<file path="config.mk">
export PLATFORM = sky130hd
export DESIGN_NAME = logic_lut_engine
export DESIGN_NICKNAME = d
export VERILOG_FILES = /design/src/rtl/logic_lut_pkg.sv /design/src/rtl/logic_lut_channel.sv /design/src/rtl/logic_lut_engine.sv
export SDC_FILE = /design/constraint.sdc
export NUM_CORES = 1
export LEC_CHECK = 0
export CORE_MARGIN = 2
export CORE_UTILIZATION = 40
export CTS_BUF_LIST = sky130_fd_sc_hd__clkbuf_2
export DETAILED_ROUTE_END_ITERATION = 16
export SETUP_SLACK_MARGIN = 0.4
export SLEW_MARGIN = 20
export SYNTH_ARGS = -nofsm -noshare
export SYNTH_HDL_FRONTEND = slang
export SYNTH_SLANG_ARGS = --single-unit
</file>
<file path="constraint.sdc">
create_clock -name clk -period 3.4 [get_ports clk]
set_clock_uncertainty 0.1 [all_clocks]
set_input_delay 0.51 -clock clk [delete_from_list [all_inputs] [get_ports clk]]
set_output_delay 0.51 -clock clk [all_outputs]
set_load 0.03 [all_outputs]
</file>
<file path="src/rtl/logic_lut_pkg.sv">
// -----------------------------------------------------------------------------
// logic_lut_pkg
//   Shared types and width helpers for the programmable LUT engine.
//   - state_e : top-level sweep FSM states
//   - sig_w() : width of one channel's ones-count signature
//   - ch_w()  : width of the channel-select field on the config port
// -----------------------------------------------------------------------------
package logic_lut_pkg;

  typedef enum logic [1:0] {
    S_IDLE  = 2'd0,
    S_SWEEP = 2'd1,
    S_DONE  = 2'd2
  } state_e;

  // A table of 2**n_in ones needs n_in+1 bits to count without overflow.
  function automatic int sig_w(input int n_in);
    return n_in + 1;
  endfunction

  // The select field is one code wider than strictly needed for N_CH channels,
  // so an out-of-range index can always be presented and rejected.
  function automatic int ch_w(input int n_ch);
    return $clog2(n_ch + 1);
  endfunction

endpackage

</file>
<file path="src/rtl/logic_lut_channel.sv">
// -----------------------------------------------------------------------------
// logic_lut_channel
//   One independent output channel: a 2**N_IN-entry truth table register,
//   a registered lookup (res / res_n updated together) and a ones-count
//   accumulator used by the exhaustive sweep.
// Ports
//   clk, rst_n   clock, asynchronous active-low reset
//   wr_en        load wr_table into the truth table this edge
//   wr_table     new truth table, bit k = output for input code k
//   eval_en      perform a lookup of eval_code this edge
//   eval_code    input code to look up
//   acc_clr      clear the sweep accumulator (start of sweep)
//   acc_en       add tbl[acc_code] to the accumulator
//   acc_code     sweep index
//   res, res_n   registered lookup result and its complement
//   acc          accumulator value
// -----------------------------------------------------------------------------
module logic_lut_channel
  import logic_lut_pkg::*;
#(
  parameter  int N_IN  = 4,
  localparam int DEPTH = 2 ** N_IN,
  localparam int SIG_W = sig_w(N_IN)
) (
  input  logic             clk,
  input  logic             rst_n,
  input  logic             wr_en,
  input  logic [DEPTH-1:0] wr_table,
  input  logic             eval_en,
  input  logic [N_IN-1:0]  eval_code,
  input  logic             acc_clr,
  input  logic             acc_en,
  input  logic [N_IN-1:0]  acc_code,
  output logic             res,
  output logic             res_n,
  output logic [SIG_W-1:0] acc
);

  logic [DEPTH-1:0] tbl_q, tbl_d;
  logic             res_q, res_d;
  logic             res_n_q, res_n_d;
  logic [SIG_W-1:0] acc_q, acc_d;

  always_comb begin
    tbl_d   = tbl_q;
    res_d   = res_q;
    res_n_d = res_n_q;
    acc_d   = acc_q;

    if (wr_en) begin
      tbl_d = wr_table;
    end

    // Lookup reads tbl_q, so a write on the same edge is not yet visible.
    if (eval_en) begin
      res_d   = tbl_q[eval_code];
      res_n_d = ~tbl_q[eval_code];
    end

    if (acc_clr) begin
      acc_d = '0;
    end else if (acc_en) begin
      acc_d = acc_q + SIG_W'(tbl_q[acc_code]);
    end
  end

  always_ff @(posedge clk or negedge rst_n) begin
    if (!rst_n) begin
      tbl_q   <= '0;
      res_q   <= 1'b0;
      res_n_q <= 1'b1;
      acc_q   <= '0;
    end else begin
      tbl_q   <= tbl_d;
      res_q   <= res_d;
      res_n_q <= res_n_d;
      acc_q   <= acc_d;
    end
  end

  assign res   = res_q;
  assign res_n = res_n_q;
  assign acc   = acc_q;

endmodule

</file>
<file path="src/rtl/logic_lut_engine.sv">
// -----------------------------------------------------------------------------
// logic_lut_engine
//   N_CH independent runtime-programmable N_IN-input truth tables with a
//   valid/ready evaluate path and a built-in exhaustive sweep that walks all
//   2**N_IN codes and reports a per-channel ones-count signature.
// Ports
//   clk, rst_n               clock, asynchronous active-low reset
//   cfg_we/cfg_ch/cfg_table  table write (IDLE only, cfg_ch < N_CH)
//   cfg_err                  1-cycle pulse after a rejected write
//   in_valid/in_ready/in_data   evaluate request (ready only in IDLE)
//   out_valid, out, out_n    registered result, latency 1, held between results
//   sweep_start              start a sweep (honoured in IDLE only)
//   sweep_busy               high in SWEEP and DONE
//   sweep_done               1-cycle pulse when sweep_sig is updated
//   sweep_sig                channel c count at [c*(N_IN+1) +: N_IN+1]
// -----------------------------------------------------------------------------
module logic_lut_engine
  import logic_lut_pkg::*;
#(
  parameter  int N_IN  = 4,
  parameter  int N_CH  = 2,
  localparam int DEPTH = 2 ** N_IN,
  localparam int SIG_W = sig_w(N_IN),
  localparam int CH_W  = ch_w(N_CH)
) (
  input  logic                  clk,
  input  logic                  rst_n,
  input  logic                  cfg_we,
  input  logic [CH_W-1:0]       cfg_ch,
  input  logic [DEPTH-1:0]      cfg_table,
  output logic                  cfg_err,
  input  logic                  in_valid,
  output logic                  in_ready,
  input  logic [N_IN-1:0]       in_data,
  output logic                  out_valid,
  output logic [N_CH-1:0]       out,
  output logic [N_CH-1:0]       out_n,
  input  logic                  sweep_start,
  output logic                  sweep_busy,
  output logic                  sweep_done,
  output logic [N_CH*SIG_W-1:0] sweep_sig
);

  state_e                 state_q, state_d;
  logic [N_IN-1:0]        idx_q, idx_d;
  logic                   sweep_done_q, sweep_done_d;
  logic [N_CH*SIG_W-1:0]  sweep_sig_q, sweep_sig_d;
  logic                   out_valid_q, out_valid_d;
  logic                   cfg_err_q, cfg_err_d;

  logic                   idle;
  logic                   accept;
  logic                   ch_in_range;
  logic                   cfg_ok;
  logic                   acc_clr;
  logic                   acc_en;
  logic [N_CH-1:0]        wr_en;
  logic [N_CH-1:0]        res;
  logic [N_CH-1:0]        res_n;
  logic [N_CH*SIG_W-1:0]  acc_flat;

  assign idle        = (state_q == S_IDLE);
  assign accept      = in_valid && idle;
  assign ch_in_range = (32'(cfg_ch) < N_CH);
  assign cfg_ok      = cfg_we && idle && ch_in_range;

  // ---------------------------------------------------------------------------
  // Per-channel datapath
  // ---------------------------------------------------------------------------
  generate
    for (genvar gi = 0; gi < N_CH; gi++) begin : g_ch
      assign wr_en[gi] = cfg_ok && (32'(cfg_ch) == gi);

      logic [SIG_W-1:0] acc_ch;

      logic_lut_channel #(
        .N_IN (N_IN)
      ) u_channel (
        .clk       (clk),
        .rst_n     (rst_n),
        .wr_en     (wr_en[gi]),
        .wr_table  (cfg_table),
        .eval_en   (accept),
        .eval_code (in_data),
        .acc_clr   (acc_clr),
        .acc_en    (acc_en),
        .acc_code  (idx_q),
        .res       (res[gi]),
        .res_n     (res_n[gi]),
        .acc       (acc_ch)
      );

      assign acc_flat[gi*SIG_W +: SIG_W] = acc_ch;
    end
  endgenerate

  // ---------------------------------------------------------------------------
  // Sweep FSM next-state
  //   IDLE  --start--> SWEEP (idx and accumulators cleared)
  //   SWEEP one code per cycle; the edge that consumes the last code enters DONE
  //   DONE  publishes the accumulators and pulses sweep_done on leaving
  // ---------------------------------------------------------------------------
  always_comb begin
    state_d      = state_q;
    idx_d        = idx_q;
    sweep_done_d = 1'b0;
    sweep_sig_d  = sweep_sig_q;
    acc_clr      = 1'b0;
    acc_en       = 1'b0;

    unique case (state_q)
      S_IDLE: begin
        if (sweep_start) begin
          state_d = S_SWEEP;
          idx_d   = '0;
          acc_clr = 1'b1;
        end
      end
      S_SWEEP: begin
        acc_en = 1'b1;
        if (&idx_q) begin
          state_d = S_DONE;
        end else begin
          idx_d = idx_q + N_IN'(1);
        end
      end
      S_DONE: begin
        sweep_sig_d  = acc_flat;
        sweep_done_d = 1'b1;
        state_d      = S_IDLE;
      end
      default: begin
        state_d = S_IDLE;
      end
    endcase
  end

  always_ff @(posedge clk or negedge rst_n) begin
    if (!rst_n) begin
      state_q      <= S_IDLE;
      idx_q        <= '0;
      sweep_done_q <= 1'b0;
      sweep_sig_q  <= '0;
    end else begin
      state_q      <= state_d;
      idx_q        <= idx_d;
      sweep_done_q <= sweep_done_d;
      sweep_sig_q  <= sweep_sig_d;
    end
  end

  // ---------------------------------------------------------------------------
  // Handshake status flops
  // ---------------------------------------------------------------------------
  always_comb begin
    out_valid_d = accept;
    // Any write strobe that does not land (busy or bad channel) is flagged.
    cfg_err_d   = cfg_we && !cfg_ok;
  end

  always_ff @(posedge clk or negedge rst_n) begin
    if (!rst_n) begin
      out_valid_q <= 1'b0;
      cfg_err_q   <= 1'b0;
    end else begin
      out_valid_q <= out_valid_d;
      cfg_err_q   <= cfg_err_d;
    end
  end

  assign in_ready   = idle;
  assign sweep_busy = !idle;
  assign sweep_done = sweep_done_q;
  assign sweep_sig  = sweep_sig_q;
  assign out_valid  = out_valid_q;
  assign cfg_err    = cfg_err_q;
  assign out        = res;
  assign out_n      = res_n;

endmodule

</file>
---- Yosys cells after proc, flatten, opt, wreduce, memory -nomap -nowiden ----
Index checks and enable logic that the tools add are counted.
storage, ports and cells
  register bits ........................... 65
  input bits .............................. 27
  output and inout bits ................... 19
  logic and storage cells ................. 65
cells by class
  add/subtract/negate cells ............... 3
  magnitude comparators ................... 3
  eq/ne operators ......................... 6
  multiplexer cells ....................... 22
  bitwise logic cells ..................... 2
  reduce and logical (&&, ||, !) cells .... 15
operators with widths
  kind                                                         number
  2-to-1 mux 5 bit                                             4
  binary-select mux 1 bit (select 4 bit)                       4
  adder 5 x 1 -> 5 bit                                         2
  less-than comparator 4 x 5 -> 1 bit (second input constant)  2
  2-to-1 mux 1 bit                                             8
  2-to-1 mux 4 bit                                             2
  case mux 4 bit (2 select lines)                              1
  logical AND 1 bit                                            6
  != test 2 bit (second input constant)                        3
  adder 4 x 1 -> 4 bit (second input constant)                 1
  equality test 2 x 1 -> 1 bit (second input constant)         2
  zero test 2 bit                                              2
  2-to-1 mux 2 bit                                             2
  case mux 2 bit (2 select lines)                              1
  AND reduction 4 bit                                          1
  nonzero test 2 bit                                           2
  AND reduction 3 bit                                          1
  equality test 2 bit (second input constant)                  1
  zero test 1 bit                                              2
  less-than comparator 2 bit (second input constant)           1
  NOT 1 bit                                                    2
  AND reduction 2 bit                                          1

---- Longest topological paths before layout ----
  depth in word-level cells ............... 5
  gate-level depth with buffers ........... 8
  gate-level depth less buffers ........... 7

---- Hierarchy ----
A second synthesis with hierarchy kept.
unflattened totals
  cells, all modules ...................... 218
  area, all modules ....................... 3111.7 µm²
by module, submodules not included
  module             instances  cells each  area each (µm²)  sequential area each (µm²)
  logic_lut_channel  2          80          1166.1           576.8
  logic_lut_engine   1          58          779.5            475.5

---- Worst setup path after synthesis ----
No wires, ideal clock.
  kind .................................... reg-to-reg
  start point ............................. register idx_q[0]
  end point ............................... register g_ch[1].u_channel.acc_q[4]
  library setup time ...................... 0.135 ns
  arrival time ............................ 2.192 ns
  required time ........................... 3.165 ns
  slack ................................... 0.973 ns
  stages on the path, launching flop included .. 9
  buffers on the path ..................... 1
  period minus slack after synthesis ...... 2.427 ns
  cell sequence ........................... dfrtp_1 buf_6 mux4_1 mux4_2 ha_1 ha_1 nand4_1 xor2_1 nor2_1
between the ends
  cells in the longest elaborated chain, start to end .. 5
RTL lines
  what                                    RTL line                 source
  start, declared                         logic_lut_engine.sv:45   logic [N_IN-1:0] idx_q, idx_d;
  start signal, assigned                  logic_lut_engine.sv:146  idx_q <= idx_d;
  binary-select mux 1 bit (select 4 bit)  logic_lut_channel.sv:63  acc_d = acc_q + SIG_W'(tbl_q[acc_code]);
  2-to-1 mux 1 bit (not written as such)  logic_lut_channel.sv:63
  adder 5 x 1 -> 5 bit                    logic_lut_channel.sv:63
  2-to-1 mux 5 bit                        logic_lut_channel.sv:62  end else if (acc_en) begin
  2-to-1 mux 5 bit                        logic_lut_channel.sv:60  if (acc_clr) begin
  end signal, assigned                    logic_lut_channel.sv:72  acc_q <= '0;
  end signal, assigned                    logic_lut_channel.sv:77  acc_q <= acc_d;
  end, declared                           logic_lut_channel.sv:42  logic [SIG_W-1:0] acc_q, acc_d;
Every way passes these cells. The select of a mux whose other input is x is not followed.
A chain may end at the register's enable or synchronous reset.

---- Worst setup path after layout ----
Ends and elaborated chain as after synthesis.

==> flow_metrics.env <==
export IMPL_crit_start="idx_q[0]$_DFFE_PN0P_"
export IMPL_vias=2061
export IMPL_final_hold_viol_count=0
export IMPL_synthFlopType="dfrtp_1"
export IMPL_netlist_top_cells_area="dfrtp_1 (50%), mux2_2 (15%), mux4_1 (6.6%), mux2i_1 (3.8%), mux4_2 (2.8%)"
export IMPL_crit_type="reg2reg"
export IMPL_gr_usage_all_layers_pct=16.12
export IMPL_row_count=32
export IMPL_synth_common_cells="dfrtp_1 (63), mux2_2 (42), nand2_1 (20), o21ai_0 (14)"
export IMPL_ant_nets=0
export IMPL_synthCells=241
export IMPL_worstPathArrival_ps=2980
export IMPL_synth_top_family_by_area="multiplexers"
export IMPL_endpoint_kind="flip-flop"
export IMPL_antenna_diode_count=0
export IMPL_hold_path_class="in2async"
export IMPL_grt_pass1_vias=2064
export IMPL_final_core_util_pct=48.86
export IMPL_drc=0
export IMPL_portBuffers=45
export IMPL_ir_drop_mv=0.2936
export IMPL_required_ps=3650
export IMPL_cp_start_kind="flip-flop"
export IMPL_layout_drive_gt1_share_pct=25.00
export IMPL_p_sw_uw=1049
export IMPL_drt_pass1_iter_count=4
export IMPL_ctsHoldBuffers=0
export IMPL_crit_chain="mux4_1 -> mux4_2 -> ha_1 -> ha_1 -> nand4_1 -> xor2_1 -> nor2_1"
export IMPL_cpMaxStageDelayCell="dfrtp_1"
export IMPL_cts_buffer_depth=2
export IMPL_yosysWarnings=0
export IMPL_numCtsBuffers=9
export IMPL_finalSetupViolCount=0
export IMPL_crit_fanout=12
export IMPL_drv_cap=0
export IMPL_synthArstFlopShare_pct=100.0
export IMPL_power_density_nw_per_um2=776.0
export IMPL_finalSetupTns_ps=0
export IMPL_status="finished clean"
export IMPL_core_sq_um=7687
export IMPL_cts_tree="yes"
export IMPL_clock_root_buffer="clkbuf_2"
export IMPL_yosys_cell_count_top_type="dfrtp_1"
export IMPL_cts_sinks=65
export IMPL_worst_path_most_repeated_cell="ha_1"
export IMPL_cp_num_buf_inv=0
export IMPL_wl_per_cell_um=15.76
export IMPL_syn_avg_cell_area_sq_um=13.12
export IMPL_start_util_pct=41.15
export IMPL_pwr_share_clk_pct=12.6
export IMPL_tightest_slew_ps=800.4
export IMPL_nNetsFinal=319
export IMPL_relSlewSlack_pct=46.64
export IMPL_io_pins=46
export IMPL_switching_share_pct=35.99
export IMPL_h_tree_depth=3
export IMPL_reg2reg_from="idx_q[0]$_DFFE_PN0P_"
export IMPL_hpwl_um=4530
export IMPL_synth_cell_type_count=32
export IMPL_die_y_um=92.93
export IMPL_areaGrowthSynthToFinish_pct=18.75
export IMPL_clkSlewWorstSetupHoldPaths_ps=180
export IMPL_synthAdderAreaFrac_pct=1.978
export IMPL_drtIter0Drc=83
export IMPL_p_int_uw=1866
export IMPL_slew_violations=0
export IMPL_fin_crit_sh_pct=80.31
export IMPL_yosysTopAreaCellShare_pct=49.84
export IMPL_avgViaCountPerCell=5.231
export IMPL_crit_family="multiplexers"
export IMPL_die_w_um=92.93
export IMPL_fmaxAchievable_mhz=366.2
export IMPL_die_area_sq_um=8635
export IMPL_rsz0062_at_grt="no"
export IMPL_synth_compound_area_share_pct=4.470
export IMPL_grt_first_pass_wirelength_um=10600
export IMPL_synth_area_sq_um=3163
export IMPL_min_period_ps=2730
export IMPL_post_cts_setup_buffer_count=0
export IMPL_synth_edff_count=0
export IMPL_synth_xor_area_share_pct=0.8307
export IMPL_synth_simple_gate_area_share_pct=9.573
export IMPL_pwr_share_comb_pct=39.3
export IMPL_clk_latency_ps=480
export IMPL_seqPwrFrac_pct=48.0
export IMPL_synth_seq_area_share_pct=51.50
export IMPL_finalWirelength_um=6208
export IMPL_leakage_uw=0.001695
export IMPL_fin_area_sq_um=3756
export IMPL_post_cts_resized=0
export IMPL_ys_seq_elements=65
export IMPL_grt_max_degree=66
export IMPL_synth_area_mux_share_pct=28.24
export IMPL_critical_path_max_stage_delay_ps=680
export IMPL_gr_total_overflow=0
export IMPL_antenna_found_initial=0
export IMPL_gp_congestion=0.8141
export IMPL_place_area_sq_um=3677
export IMPL_syn_nets=273
export IMPL_yosys_area_top_type="dfrtp_1"
-- metal layers --
layer  vias to the layer above  global-route usage [%]  part of all wire [%]
li1                        976                       -                     -
met5                         -                       0                     0
met4                         0                   7.353                   1.9
met1                      1037                   21.59                    46
met3                        11                   3.011                   3.5
met2                        37                   25.48                    48
-- flip-flops by register name (all words and copies together), names as in the netlist --
name                  cells
state_q                   2
g_ch.u_channel.res        2
cfg_err                   1
g_ch.u_channel.res_n      2
sweep_done                1
idx_q                     4
g_ch.u_channel.tbl_q     32
sweep_sig                10
g_ch.u_channel.acc       10
out_valid                 1
-- per-stage QoR --
| step | total power [uW] | cells | setup WS, ps | hold slack (ps) |
|---|---|---|---|---|
| floorplan | 2217 | 241 | 972.8 | 114.4 |
| detailed placement | 2580 | 378 | 681.2 | 390.6 |
| global placement | 2553 | 378 | 742.6 | 381.4 |
| global route | 3153 | 394 | 511.5 | 102.2 |
| CTS | 2953 | 394 | 675.6 | 71.19 |
| finish | 2915 | 394 | 669.5 | 67.96 |
-- power by group through the flow --
stage | Sequential [uW] | Clock, uW | Combinational [uW]
2_1_floorplan | 1340 | 0 | 873
3_3_place_gp | 1420 | 0 | 1140
3_5_place_dp | 1420 | 0 | 1160
4_1_cts | 1400 | 388 | 1160
5_1_grt | 1460 | 418 | 1280
6_report | 1400 | 369 | 1150
-- logic make-up after synthesis --
group | Yosys count
multiplexers | 66
flip-flops | 65
AND/OR/NAND/NOR | 59
AO/OA/AOI/OAI | 24
buffers and inverters | 19
adder cells (fa/ha/maj) | 5
XOR/XNOR | 3
-- cells in the final DEF, fill, tap and decap left out, types with 3 or more instances in the layout --
| master | n |
|---|---|
| ha_1 | 5 |
| clkbuf_2 | 14 |
| o21ai_0 | 14 |
| buf_4 | 4 |
| inv_1 | 5 |
| mux2i_1 | 12 |
| mux4_1 | 8 |
| nor2_1 | 10 |
| nand4_1 | 4 |
| xor2_1 | 3 |
| mux2_2 | 42 |
| mux4_2 | 4 |
| nand2_1 | 20 |
| nand3_1 | 12 |
| clkdlybuf4s50_1 | 44 |
| a21oi_1 | 4 |
| dfrtp_1 | 63 |
| nor2b_1 | 4 |
-- worst paths after layout --
kind                                                           endpoint  slack [ps]  cells past startpoint
worst max register to register     g_ch[1].u_channel.acc[4]$_DFFE_PN0P_         670                      7
max in group asynchronous       g_ch[0].u_channel.tbl_q[13]$_DFFE_PN0P_        2580                      2
worst min register to register     g_ch[0].u_channel.acc[4]$_DFFE_PN0P_         410                      1
worst min-delay path                           sweep_sig[4]$_DFFE_PN0P_          70                      2
min in group clk                   g_ch[0].u_channel.acc[4]$_DFFE_PN0P_         410                      1
worst max-delay path               g_ch[1].u_channel.acc[4]$_DFFE_PN0P_         670                      7
-- final cells by class --
type / count / area (sq um)
Clock buffer: 14 / 70.07
Clock inverter: 2 / 8.758
Fill cell: 725 / 3931
Inverter: 5 / 18.77
Multi-Input combinational cell: 157 / 1426
Sequential cell: 65 / 1629
Tap cell: 102 / 127.6
Timing Repair Buffer: 49 / 475.5
Note: power is estimated with default switching activity, not from simulation.
